File: config.mk
export PLATFORM = sky130hd
export DESIGN_NAME = uart_coord_framer_flat
export DESIGN_NICKNAME = d
export VERILOG_FILES = /design/src/rtl/uart_coord_framer_if.sv /design/src/rtl/uart_coord_framer.sv /design/src/flat_wrapper.sv
export SDC_FILE = /design/constraint.sdc
export NUM_CORES = 1
export LEC_CHECK = 0
export ABC_AREA = 1
export CAP_MARGIN = 20
export CORE_ASPECT_RATIO = 0.6
export CORE_UTILIZATION = 58
export CTS_CLUSTER_DIAMETER = 30
export DETAILED_ROUTE_END_ITERATION = 12
export DONT_BUFFER_PORTS = 1
export PLACE_DENSITY = 0.75
export SLEW_MARGIN = 20
export SYNTH_ARGS = -nofsm -noshare
export SYNTH_HDL_FRONTEND = slang
export SYNTH_SLANG_ARGS = --single-unit
File: constraint.sdc
create_clock -name clk50mhz -period 2.7 [get_ports clk50mhz]
set_input_delay 0.27 -clock clk50mhz [delete_from_list [all_inputs] [get_ports clk50mhz]]
set_output_delay 0.27 -clock clk50mhz [all_outputs]
set_load 0.02 [all_outputs]
File: src/rtl/uart_coord_framer_if.sv
// Coordinate output bundle from the UART framer to the servo predictor.
// The framer drives it; the predictor/PWM side only listens.
interface uart_coord_framer_if;
   logic [7:0] coord_x;
   logic [7:0] coord_y;
   logic       coord_valid;

   modport master (
      output coord_x,
      output coord_y,
      output coord_valid
   );

   modport slave (
      input coord_x,
      input coord_y,
      input coord_valid
   );
endinterface

File: src/rtl/uart_coord_framer.sv
// UART receiver plus SYNC/X/Y/SUM packet framer.
// Emits validated coordinates, an error counter and a link-alive flag.
module uart_coord_framer #(
   parameter int         CLK_FREQ     = 50000000,
   parameter int         BAUD_RATE    = 9600,
   parameter logic [7:0] SYNC_BYTE    = 8'hAA,
   parameter int         BYTE_TIMEOUT = 20,
   parameter int         LINK_TIMEOUT = 5000000
) (
   input  logic                   clk50mhz,
   input  logic                   rst,
   input  logic                   uart_rx,
   uart_coord_framer_if.master    coord,
   output logic [7:0]             err_count,
   output logic                   link_ok
);

   localparam int BAUD_TICK = CLK_FREQ / BAUD_RATE;
   localparam logic [31:0] TICK_M1 = 32'(BAUD_TICK - 1);
   localparam logic [31:0] HALF    = 32'(BAUD_TICK / 2);
   localparam logic [31:0] GAP_LIM = 32'(BYTE_TIMEOUT * BAUD_TICK);
   localparam logic [31:0] LINK_LD = 32'(LINK_TIMEOUT);

   typedef enum logic [2:0] {
      RX_IDLE, RX_START, RX_DATA, RX_STOP, RX_WAIT
   } rx_state_t;

   typedef enum logic [1:0] {
      P_HUNT, P_GET_X, P_GET_Y, P_GET_SUM
   } pk_state_t;

   rx_state_t   rx_st;
   pk_state_t   pk_st;
   logic        rx_meta;
   logic        rx_sync;
   logic [31:0] baud_cnt;
   logic [2:0]  bit_idx;
   logic [7:0]  shift_q;
   logic        byte_valid;
   logic        frame_err;
   logic [7:0]  x_q;
   logic [7:0]  y_q;
   logic [31:0] gap_cnt;
   logic [31:0] link_cnt;
   logic [7:0]  sum_calc;
   logic        timeout;
   logic        sum_ok;
   logic        sum_bad;
   logic        err_ev;

   always_ff @(posedge clk50mhz) begin
      if (rst) begin
         rx_meta    <= 1'b1;
         rx_sync    <= 1'b1;
         rx_st      <= RX_IDLE;
         baud_cnt   <= '0;
         bit_idx    <= '0;
         shift_q    <= '0;
         byte_valid <= 1'b0;
         frame_err  <= 1'b0;
      end else begin
         rx_meta    <= uart_rx;
         rx_sync    <= rx_meta;
         byte_valid <= 1'b0;
         frame_err  <= 1'b0;
         unique case (rx_st)
            RX_IDLE: begin
               if (!rx_sync) begin
                  rx_st    <= RX_START;
                  baud_cnt <= HALF;
               end
            end
            RX_START: begin
               if (baud_cnt != 0) begin
                  baud_cnt <= baud_cnt - 1;
               end else if (!rx_sync) begin
                  rx_st    <= RX_DATA;
                  baud_cnt <= TICK_M1;
                  bit_idx  <= '0;
               end else begin
                  rx_st <= RX_IDLE;
               end
            end
            RX_DATA: begin
               if (baud_cnt != 0) begin
                  baud_cnt <= baud_cnt - 1;
               end else begin
                  shift_q  <= {rx_sync, shift_q[7:1]};
                  bit_idx  <= bit_idx + 3'd1;
                  baud_cnt <= TICK_M1;
                  if (bit_idx == 3'd7) rx_st <= RX_STOP;
               end
            end
            RX_STOP: begin
               if (baud_cnt != 0) begin
                  baud_cnt <= baud_cnt - 1;
               end else if (rx_sync) begin
                  byte_valid <= 1'b1;
                  rx_st      <= RX_IDLE;
               end else begin
                  frame_err <= 1'b1;
                  rx_st     <= RX_WAIT;
               end
            end
            RX_WAIT: begin
               if (rx_sync) rx_st <= RX_IDLE;
            end
            default: rx_st <= RX_IDLE;
         endcase
      end
   end

   // shift_q is stable while byte_valid is high, so it doubles as the byte
   assign sum_calc = SYNC_BYTE + x_q + y_q;
   assign timeout  = (pk_st != P_HUNT) && (gap_cnt >= GAP_LIM);
   assign sum_ok   = byte_valid && !timeout && (pk_st == P_GET_SUM)
                     && (shift_q == sum_calc);
   assign sum_bad  = byte_valid && !timeout && (pk_st == P_GET_SUM)
                     && (shift_q != sum_calc);
   assign err_ev   = frame_err | timeout | sum_bad;

   always_ff @(posedge clk50mhz) begin
      if (rst) begin
         pk_st             <= P_HUNT;
         x_q               <= '0;
         y_q               <= '0;
         gap_cnt           <= '0;
         coord.coord_x     <= 8'd128;
         coord.coord_y     <= 8'd128;
         coord.coord_valid <= 1'b0;
         err_count         <= '0;
         link_cnt          <= '0;
         link_ok           <= 1'b0;
      end else begin
         coord.coord_valid <= 1'b0;
         if (err_ev && err_count != 8'hFF) err_count <= err_count + 8'd1;
         if (byte_valid || pk_st == P_HUNT) gap_cnt <= '0;
         else gap_cnt <= gap_cnt + 1;
         if (frame_err || timeout) begin
            pk_st   <= P_HUNT;
            gap_cnt <= '0;
         end else if (byte_valid) begin
            unique case (pk_st)
               P_HUNT: begin
                  if (shift_q == SYNC_BYTE) pk_st <= P_GET_X;
               end
               P_GET_X: begin
                  x_q   <= shift_q;
                  pk_st <= P_GET_Y;
               end
               P_GET_Y: begin
                  y_q   <= shift_q;
                  pk_st <= P_GET_SUM;
               end
               P_GET_SUM: begin
                  pk_st <= P_HUNT;
                  if (sum_ok) begin
                     coord.coord_x     <= x_q;
                     coord.coord_y     <= y_q;
                     coord.coord_valid <= 1'b1;
                  end
               end
            endcase
         end
         if (sum_ok) begin
            link_cnt <= LINK_LD;
            link_ok  <= 1'b1;
         end else if (link_cnt != 0) begin
            link_cnt <= link_cnt - 1;
            link_ok  <= (link_cnt != 32'd1);
         end else begin
            link_ok <= 1'b0;
         end
      end
   end

endmodule

File: src/flat_wrapper.sv
// flat-port wrapper written by rule: the top's interface ports become plain ports
module uart_coord_framer_flat 
#(
   parameter int         CLK_FREQ     = 50000000,
   parameter int         BAUD_RATE    = 9600,
   parameter logic [7:0] SYNC_BYTE    = 8'hAA,
   parameter int         BYTE_TIMEOUT = 20,
   parameter int         LINK_TIMEOUT = 5000000
)
  (clk50mhz, rst, uart_rx, err_count, link_ok, coord_coord_x, coord_coord_y, coord_coord_valid);
  uart_coord_framer_if coord_i ();
  input  logic clk50mhz;
  input  logic rst;
  input  logic uart_rx;
  output logic [7:0] err_count;
  output logic link_ok;
  output wire logic [$bits(coord_i.coord_x)-1:0] coord_coord_x;
  output wire logic [$bits(coord_i.coord_y)-1:0] coord_coord_y;
  output wire logic [$bits(coord_i.coord_valid)-1:0] coord_coord_valid;
  assign coord_coord_x = coord_i.coord_x;
  assign coord_coord_y = coord_i.coord_y;
  assign coord_coord_valid = coord_i.coord_valid;
  uart_coord_framer #(.CLK_FREQ(CLK_FREQ), .BAUD_RATE(BAUD_RATE), .SYNC_BYTE(SYNC_BYTE), .BYTE_TIMEOUT(BYTE_TIMEOUT), .LINK_TIMEOUT(LINK_TIMEOUT)) u_core (.clk50mhz(clk50mhz), .rst(rst), .uart_rx(uart_rx), .coord(coord_i), .err_count(err_count), .link_ok(link_ok));
endmodule
==> impl_metrics.toml, run 1 <==
[final_layout]
diodes = 0
nets = 1239
nFillCells = 1074
multi_input_area_um2 = 4410
top_regs = "u_core.baud_cnt: 32 flops, u_core.gap_cnt: 32 flops, u_core.link_cnt: 32 flops"
register_area_um2 = 3170
drive_gt1_share_pct = 10.2
syn2layout_area_growth_pct = 14.5

[flow_run]
maxCapViolations = 0

[run_status]
violations = "setup timing"
status = "finished with violations"

[floorplan]
num_rows = 32
io_pins = 29
die_area_um2 = 14300
start_util_pct = 61.0
core_area_um2 = 13200
dieWidth_um = 154
die_y_um = 93.1

[detailed_routing]
avgViaCountPerCell = 5.20
routed_wl_um = 18700
wl_met2_um = 7190
highest_layer = "met4"
ant_nets = 0
drt_iter0_drc = 633
detail_route.wl_per_cell_um = 13.5
first_pass_iters = 5
route.met3.wl_um = 1510
drc = 0
num_vias = 7222
wl_met1_um = 9920

[synth]
synth_compound_area_share_pct = 8.77
synth_warnings = 0
synth_cell_types = 40
synth_mux_area_share_pct = 0
netlist_instances = 1167
synth_top_family_by_area = "simple AND/OR/NAND/NOR gates"
synth-edff-count = 0
synthFlopType = "dfxtp_1"
ys_seq_area_share_pct = 39.4
syn_area_um2 = 8030
synth_fa_ha_area_share_pct = 4.30
async_reset_ff_share_pct = 0
syn_avg_cell_area_um2 = 6.88
synthXorXnorAreaFrac_pct = 6.33
synth-simple-area-share_pct = 32.5
synth-seq-cells = 158

[critical_path]
end_kind = "register"
crit_chain = "inv_2 -> ha_4 -> inv_2 -> ha_4 -> fa_2 -> xnor2_2 -> nand3_2 -> nor2_2 -> nand2_1 -> nor2_2 -> nand2_2 -> nor2_4 -> buf_4 -> inv_4 -> nand2_8 -> buf_12 -> nor3_1"
cp_max_fo = 10
max_stage_delay_ps = 550
cp_slowest_cell = "fa_2"
cp.arrival_ps = 3000
start_kind = "register"
cp.required_ps = 2980
crit_type = "reg2reg"

[clock_tree]
cts.htree.levels = 4
clockBufferDepth = 2
cts.sinks = 158
clock_latency_ps = 420
cts.clk_slew.worst_paths_ps = 70
cts_tree = "done"
cts_root_buffer = "clkbuf_16"
cts_buffers = 17

[power]
ir_drop_mv = 0.823
p_leak_nw = 4.16
seq_power_share_pct = 31.6
pwr_density_cell_nw_per_um2 = 1080
clock_power_share_pct = 22.5
pwr-share-comb_pct = 45.9
p_switching_mw = 4.36
internal_power_mw = 5.61
switching_share_pct = 43.7

[global_route]
grt_use_total_pct = 27.3
grt_pass1_vias = 6427
overflow = 0
antenna_found_initial = 0
grt_max_degree = 34
grt_pass1_wl_um = 31300

[place]
place_hpwl_um = 12900
gp_congestion = 0.919
io_buffer_count = 0

[sta]
worst_pin_slew_ps = 542
fmax_ghz = 0.368
period_share_pct = 101
setup_tns_ps = -63.4
min_period_ps = 2720
maxSlewHeadroom_pct = 62.9
grt_setup_unrepaired = "yes"
finalHoldViolCount = 0
worst_slack_ps = -20.2
drv_slew = 0
holdWs_ps = 137
clock_skew_ps = 17.5
setup_viol = 6

[worst_hold_path]
hold_path_class = "in2reg"
kinds of logic after synthesis:
| family | Yosys count |
|---|---|
| fa+ha+maj | 27 |
| buf+inv | 175 |
| simple gates | 616 |
| xor+xnor | 58 |
| compound gates | 132 |
| other cells | 1 |
| flops | 158 |
worst max-delay path: cells and delay by family (launching register included):
kind / cells / cell delay [ps]
flip-flops: 1 / 340
buffers and inverters: 5 / 400
XOR/XNOR: 1 / 120
AND/OR/NAND/NOR: 8 / 770
adder cells (fa/ha/maj): 3 / 960
synth_stat cells, drive strengths merged, types with 2 or more instances:
library cell  count  area (um^2)
a211oi            4         30.0
a21oi            77          397
a31oi             2         12.5
buf              15         95.1
clkbuf            7         26.3
dfxtp           158         3160
ha               26          325
inv             153          577
nand2           242          926
nand3            74          375
nand3b            2         15.0
nand4            21          138
nor2            223          850
nor3             32          160
nor3b             4         30.0
nor4             10         62.6
o21ai            45          233
or2               7         43.8
xnor2            28          245
xor2             30          263
metrics by stage:
stage | util (%) | cell area (um^2) | total power, mW | setup WS (ps) | cells
after floorplan | - | 8080 | 6.60 | 123 | 1181
after global placement | 63.4 | 8350 | 7.50 | -42.2 | 1351
after detailed placement | 63.4 | 8350 | 7.53 | -141 | 1351
after CTS | 68.7 | 9050 | 9.83 | -36.1 | 1387
after global routing | 69.8 | 9200 | 10.8 | -102 | 1390
final | 69.8 | 9200 | 9.97 | -20.2 | 1390
timing repair:
item                                    4_1_cts  5_1_grt
resized for setup                            25       30
hold endpoints to repair                     30        0
buffers inserted                              2        3
hold buffers                                  2        0
pin swaps                                    25       18
endpoints found under the setup margin       57       57
gates cloned                                  2        0
worst paths after layout:
check            startpoint                  end  slack, ps  cells past startpoint
min                     rst  u_core.link_cnt[11]        140                      2
max reg2reg   u_core.y_q[1]  u_core.link_cnt[29]        -20                     17
min reg2reg  u_core.rx_meta       u_core.rx_sync        410                      1
max           u_core.y_q[1]  u_core.link_cnt[29]        -20                     17
metal layers:
| metal | GRT usage (%) | vias up |
|---|---|---|
| li1 | - | 3784 |
| met1 | 42.3 | 3183 |
| met2 | 38.0 | 243 |
| met3 | 5.75 | 12 |
| met4 | 5.58 | 0 |
| met5 | 0 | - |
power groups by stage:
stage               combinational [mW]  clock (mW)  sequential (mW)
floorplan                         3.53           0             3.07
global placement                  4.32           0             3.17
detailed placement                4.36           0             3.17
CTS                               4.42        2.28             3.13
global route                      5.17        2.39             3.20
finish                            4.57        2.25             3.15
cell type report:
| cell class | count | share of cell area [%] |
|---|---|---|
| Multi-Input combinational cell | 849 | 48.0 |
| Sequential cell | 158 | 34.4 |
| Inverter | 153 | 6.27 |
| Clock buffer | 18 | 4.67 |
| Timing Repair Buffer | 30 | 3.13 |
| Tap cell | 170 | 2.31 |
| Clock inverter | 12 | 1.24 |
layout by cell type (no fill, tap or decap), types with 3 or more instances in the layout:
master,n
nand2_1,221
nor2_1,217
dfxtp_1,156
inv_1,145
nand3_1,71
a21oi_1,68
o21ai_0,43
nor3_1,32
xor2_1,30
xnor2_1,27
ha_1,22
buf_4,22
nand4_1,20
clkbuf_16,17
nand2_2,16
conb_1,15
nor4_1,10
a21oi_2,8
inv_2,7
or2_2,6
nor2_2,5
a211oi_1,4
clkinvlp_4,4
buf_6,4
nand3_2,3
nand2_8,3
nor3b_1,3
nand2_4,3
inv_6,3
Power figures use the tool's default switching activity.
==> inputs of run 2 (changes only) <==
--- a/config.mk
+++ b/config.mk
@@ -8,7 +8,7 @@
 export ABC_AREA = 1
 export CAP_MARGIN = 20
 export CORE_ASPECT_RATIO = 0.6
-export CORE_UTILIZATION = 58
+export CORE_UTILIZATION = 60
 export CTS_CLUSTER_DIAMETER = 30
 export DETAILED_ROUTE_END_ITERATION = 12
 export DONT_BUFFER_PORTS = 1
==> constraint.sdc (replaced) <==
create_clock -name clk50mhz -period 2.8 [get_ports clk50mhz]
set_input_delay 0.28 -clock clk50mhz [delete_from_list [all_inputs] [get_ports clk50mhz]]
set_output_delay 0.28 -clock clk50mhz [all_outputs]
set_load 0.02 [all_outputs]
==> impl_metrics.toml, run 2 (same netlist as run 1, synthesis figures left out) <==
[run_status]
status = "finished, final reports clean"

[detailed_routing]
detail_route.wl_per_cell_um = 13.7
drc = 0
first_pass_iters = 5
routed_wl_um = 18900
drt_iter0_drc = 568
avgViaCountPerCell = 5.32
num_vias = 7349
ant_nets = 0

[critical_path]
r2r-start = "u_core.y_q[1]"
cp_slowest_cell = "fa_2"
cp_max_fo = 6
crit_type = "reg2reg"
cp.arrival_ps = 3020
crit_chain = "inv_2 -> ha_4 -> inv_2 -> ha_4 -> fa_2 -> xnor2_2 -> nand3_1 -> nor2_2 -> nand2_1 -> nor2_1 -> nand2_2 -> nor2_4 -> buf_6 -> inv_6 -> nand2_8 -> clkbuf_16 -> nor2_1"
startpoint = "u_core.y_q[1]"
r2r-end = "u_core.link_cnt[20]"
r2r_cells = 17
cp.required_ps = 3110
max_stage_delay_ps = 550
end_kind = "register"
start_kind = "register"
rrSetupSlack_ps = 90

[floorplan]
num_rows = 32
dieWidth_um = 151
core_area_um2 = 12900
die_y_um = 91.6
die_area_um2 = 13900
start_util_pct = 62.1
io_pins = 29

[worst_hold_path]
hold_path_end = "u_core.err_count[6]"
holdPathStages = 3
hold_path_class = "in2reg"
hold_start = "rst"

[sta]
holdWs_ps = 109
period_share_pct = 96.8
worst_slack_ps = 89.2
min_period_ps = 2710
worst_pin_slew_ps = 527
clock_skew_ps = 15.6
maxSlewHeadroom_pct = 64.6
drv_slew = 0
grt_setup_unrepaired = "yes"
fmax_ghz = 0.369
finalHoldViolCount = 0
setup_viol = 0

[clock_tree]
cts.clk_slew.worst_paths_ps = 70
clockBufferDepth = 2
clock_latency_ps = 430
cts_tree = "done"
cts.sinks = 158
cts.htree.levels = 4
cts_root_buffer = "clkbuf_16"
cts_buffers = 17

[final_layout]
drive_gt1_share_pct = 9.00
register_area_um2 = 3170
layout_commonest_cell = "nand2_1"
fin_util_pct = 70.6
diodes = 0
most-common-layout-cells = "nand2_1, nor2_1, dfxtp_1"
nFillCells = 1091
nets = 1228
syn2layout_area_growth_pct = 13.8
top_regs = "u_core.baud_cnt: 32 flops, u_core.gap_cnt: 32 flops, u_core.link_cnt: 32 flops"
multi_input_area_um2 = 4370

[power]
ir_drop_mv = 0.722
p_leak_nw = 4.14
pwr_density_cell_nw_per_um2 = 1070

[global_route]
grt_max_degree = 47
grt_pass1_wl_um = 30400
grt_use_total_pct = 27.6
overflow = 0
antenna_found_initial = 0
grt_pass1_vias = 6440

[place]
io_buffer_count = 0
place_ws_ps = 29.7
gp_congestion = 0.931
place_hpwl_um = 12800

[flow_run]
maxCapViolations = 0
==> run 2: timing repair <==
action / 4_1_cts / 5_1_grt
setup endpoints to repair: 1 / 57
hold endpoints to repair: 30 / 0
resized for setup: 1 / 44
buffers inserted: 0 / 3
gates cloned: 0 / 4
hold buffers: 2 / 0
pin swaps: 0 / 21
==> run 2: per-layer routing <==
metal / part of all wire, % / track usage [%] / vias to the layer above
li1: - / - / 3759
met1: 52 / 42.8 / 3298
met2: 39 / 37.3 / 266
met3: 7.8 / 6.88 / 26
met4: 1.1 / 6.33 / 0
met5: 0 / 0 / -
==> run 2: final cells by class <==
| class | instances | share of cell area (%) |
|---|---|---|
| clock inverters | 14 | 1.59 |
| repair buffers | 19 | 2.41 |
| clock buffers | 18 | 4.81 |
| inverters | 153 | 6.34 |
| flip-flops and latches | 158 | 34.6 |
| multi-input cells | 849 | 47.9 |
| well taps | 170 | 2.33 |
==> run 2: power breakdown <==
group / switching [mW] / total [mW] / internal, mW / leakage, nW
clock network: 1.03 / 2.31 / 1.28 / 0.284
registers: 0.397 / 3.03 / 2.63 / 1.29
logic: 2.93 / 4.47 / 1.54 / 2.57
total: 4.36 / 9.81 / 5.45 / 4.14
==> run 2: how the worst max path moves through the flow <==
stage                                         end  slack [ps]
final                         u_core.link_cnt[20]          90
after global routing      u_core.coord.coord_x[4]         -50
after CTS                     u_core.link_cnt[29]           9
after detailed placement      u_core.err_count[4]          30
after global placement        u_core.link_cnt[31]          80
after floorplan           u_core.coord.coord_x[0]         220
==> run 2: worst max-delay path, delay by kind of cell, from the launching register on <==
| family | cells | cell delay (ps) |
|---|---|---|
| xor+xnor | 1 | 120 |
| buf+inv | 5 | 400 |
| flops | 1 | 330 |
| fa+ha+maj | 3 | 950 |
| simple gates | 8 | 800 |
==> run 2: per-stage QoR <==
stage | power [mW] | TNS, ps | area (um^2) | cells
2_1_floorplan | 6.36 | 0 | 8080 | 1181
3_5_place_dp | 7.27 | 0 | 8270 | 1340
5_1_grt | 10.5 | -783 | 9140 | 1381
4_1_cts | 9.63 | 0 | 8880 | 1374
6_report | 9.81 | 0 | 9140 | 1381
3_3_place_gp | 7.22 | 0 | 8270 | 1340
==> inputs of run 3 (changes only) <==
--- a/config.mk
+++ b/config.mk
@@ -9,10 +9,12 @@
 export CAP_MARGIN = 20
 export CORE_ASPECT_RATIO = 0.6
 export CORE_UTILIZATION = 60
+export CTS_BUF_LIST = sky130_fd_sc_hd__clkbuf_16
 export CTS_CLUSTER_DIAMETER = 30
 export DETAILED_ROUTE_END_ITERATION = 12
 export DONT_BUFFER_PORTS = 1
 export PLACE_DENSITY = 0.75
+export REMOVE_ABC_BUFFERS = 1
 export SLEW_MARGIN = 20
 export SYNTH_ARGS = -nofsm -noshare
 export SYNTH_HDL_FRONTEND = slang
==> impl_metrics.toml, run 3 (same netlist as run 1, synthesis figures left out) <==
[final_layout]
syn2layout_area_growth_pct = 13.8
nets = 1231
layout_commonest_cell = "nand2_1"
nFillCells = 1066
fin_util_pct = 70.6
register_area_um2 = 3170
fin_area_um2 = 9130
top_regs = "u_core.baud_cnt: 32 flops, u_core.gap_cnt: 32 flops, u_core.link_cnt: 32 flops"
drive_gt1_share_pct = 8.58
diodes = 0
finalNonFillerCells = 1382
most-common-layout-cells = "nand2_1, nor2_1, dfxtp_1"
multi_input_area_um2 = 4370

[global_route]
grt_pass1_wl_um = 29800
overflow = 0
grt_pass1_vias = 6274
grt_use_total_pct = 27.0
antenna_found_initial = 0
grt_max_degree = 32

[critical_path]
start_kind = "register"
cp_max_fo = 8
end_kind = "register"
max_stage_delay_ps = 550
cp.required_ps = 3140
cp_top_family = "adder cells"
cp.buffers_inverters = 5
cp.arrival_ps = 3100
r2r-start = "u_core.y_q[1]"
startpoint = "u_core.y_q[1]"
crit_type = "reg2reg"
crit_chain = "inv_2 -> ha_4 -> inv_2 -> ha_4 -> fa_2 -> xnor2_1 -> nand3_1 -> nor2_2 -> nand2_1 -> nor2_1 -> nand2_1 -> nor2_4 -> buf_6 -> inv_4 -> buf_4 -> a21oi_2"
cp_slowest_cell = "fa_2"

[clock_tree]
cts_buffers = 17
cts.sinks = 158
clock_latency_ps = 420
cts_root_buffer = "clkbuf_16"
cts.htree.levels = 4
cts_tree = "done"
cts.clk_slew.worst_paths_ps = 70
clockBufferDepth = 2

[sta]
min_period_ps = 2760
fmax_ghz = 0.363
holdWs_ps = 138
setup_viol = 0
clock_skew_ps = 12.1
worst_pin_slew_ps = 570
drv_slew = 0
worst_slack_ps = 43.4
period_share_pct = 98.4
setup_tns_ps = 0
finalHoldViolCount = 0
grt_setup_unrepaired = "yes"
maxSlewHeadroom_pct = 61.7

[detailed_routing]
ant_nets = 0
first_pass_iters = 8
num_vias = 7346
drc = 0
routed_wl_um = 18500
avgViaCountPerCell = 5.32
drt_iter0_drc = 540
detail_route.wl_per_cell_um = 13.4

[run_status]
status = "finished, final reports clean"

[floorplan]
dieWidth_um = 151
start_util_pct = 62.1
die_area_um2 = 13900
die_y_um = 91.6
num_rows = 32
core_area_um2 = 12900
io_pins = 29

[power]
ir_drop_mv = 0.773
switching_share_pct = 43.6
pwr_density_cell_nw_per_um2 = 1060
power.total_mw = 9.73
seq_power_share_pct = 31.3
p_leak_nw = 4.15
clock_power_share_pct = 22.6
internal_power_mw = 5.49
p_switching_mw = 4.24
pwr-share-comb_pct = 46.1

[place]
gp_congestion = 0.908
place_hpwl_um = 12700
place_area_um2 = 8280
io_buffer_count = 0
place_ws_ps = 77.6
dp.cells = 1342

[worst_hold_path]
hold_start = "rst"
hold_path_class = "in2reg"

[flow_run]
maxCapViolations = 0
[run 3: cell types whose count changed in the layout (fill, tap and decap cells not counted), sizes merged]
cell / change
clkbuf: -1
bufinv: +1
clkinv: +5
buf: +3
inv: -5
clkinvlp: -2
[run 3: worst register-to-register path: cells and delay by family (launching register included)]
family                   cells  cell delay [ps]
AO/OA/AOI/OAI                1              150
adder cells (fa/ha/maj)      3              960
flip-flops                   1              330
buffers and inverters        5              440
AND/OR/NAND/NOR              6              700
XOR/XNOR                     1              120
[run 3: power by group through the flow]
| stage | sequential, mW | combinational (mW) | clock, mW |
|---|---|---|---|
| 2_1_floorplan | 2.96 | 3.36 | 0 |
| 3_5_place_dp | 3.06 | 4.21 | 0 |
| 3_3_place_gp | 3.07 | 4.17 | 0 |
| 5_1_grt | 3.10 | 5.01 | 2.32 |
| 6_report | 3.04 | 4.48 | 2.20 |
| 4_1_cts | 3.03 | 4.25 | 2.22 |
[run 3: routing by layer]
metal  vias to the layer above  track usage, %  share of wire (%)
met4                         0            7.00               0.81
met2                       274            36.3                 38
li1                       3772               -                  -
met1                      3286            42.7                 53
met3                        14            5.18                7.9
met5                         -               0                  0
[run 3: layout make-up]
| class | count | area share (%) |
|---|---|---|
| Tap cell | 170 | 2.33 |
| Sequential cell | 158 | 34.7 |
| Clock buffer | 17 | 4.66 |
| Multi-Input combinational cell | 849 | 47.9 |
| Clock inverter | 13 | 1.40 |
| Inverter | 153 | 6.32 |
| Timing Repair Buffer | 22 | 2.78 |
[run 3: final timing paths]
| path | end | slack, ps | cells after the start |
|---|---|---|---|
| worst max-delay path | u_core.link_cnt[6] | 40 | 16 |
| worst min-delay path | u_core.baud_cnt[12] | 140 | 2 |
| worst max register to register | u_core.link_cnt[6] | 40 | 16 |
| worst min register to register | u_core.rx_sync | 410 | 1 |
[run 3: repair_timing]
action	in CTS	in global routing
setup endpoints to repair	0	58
gates resized for setup	0	44
hold buffers	2	0
setup buffers	0	4
endpoints found under the hold margin	30	0
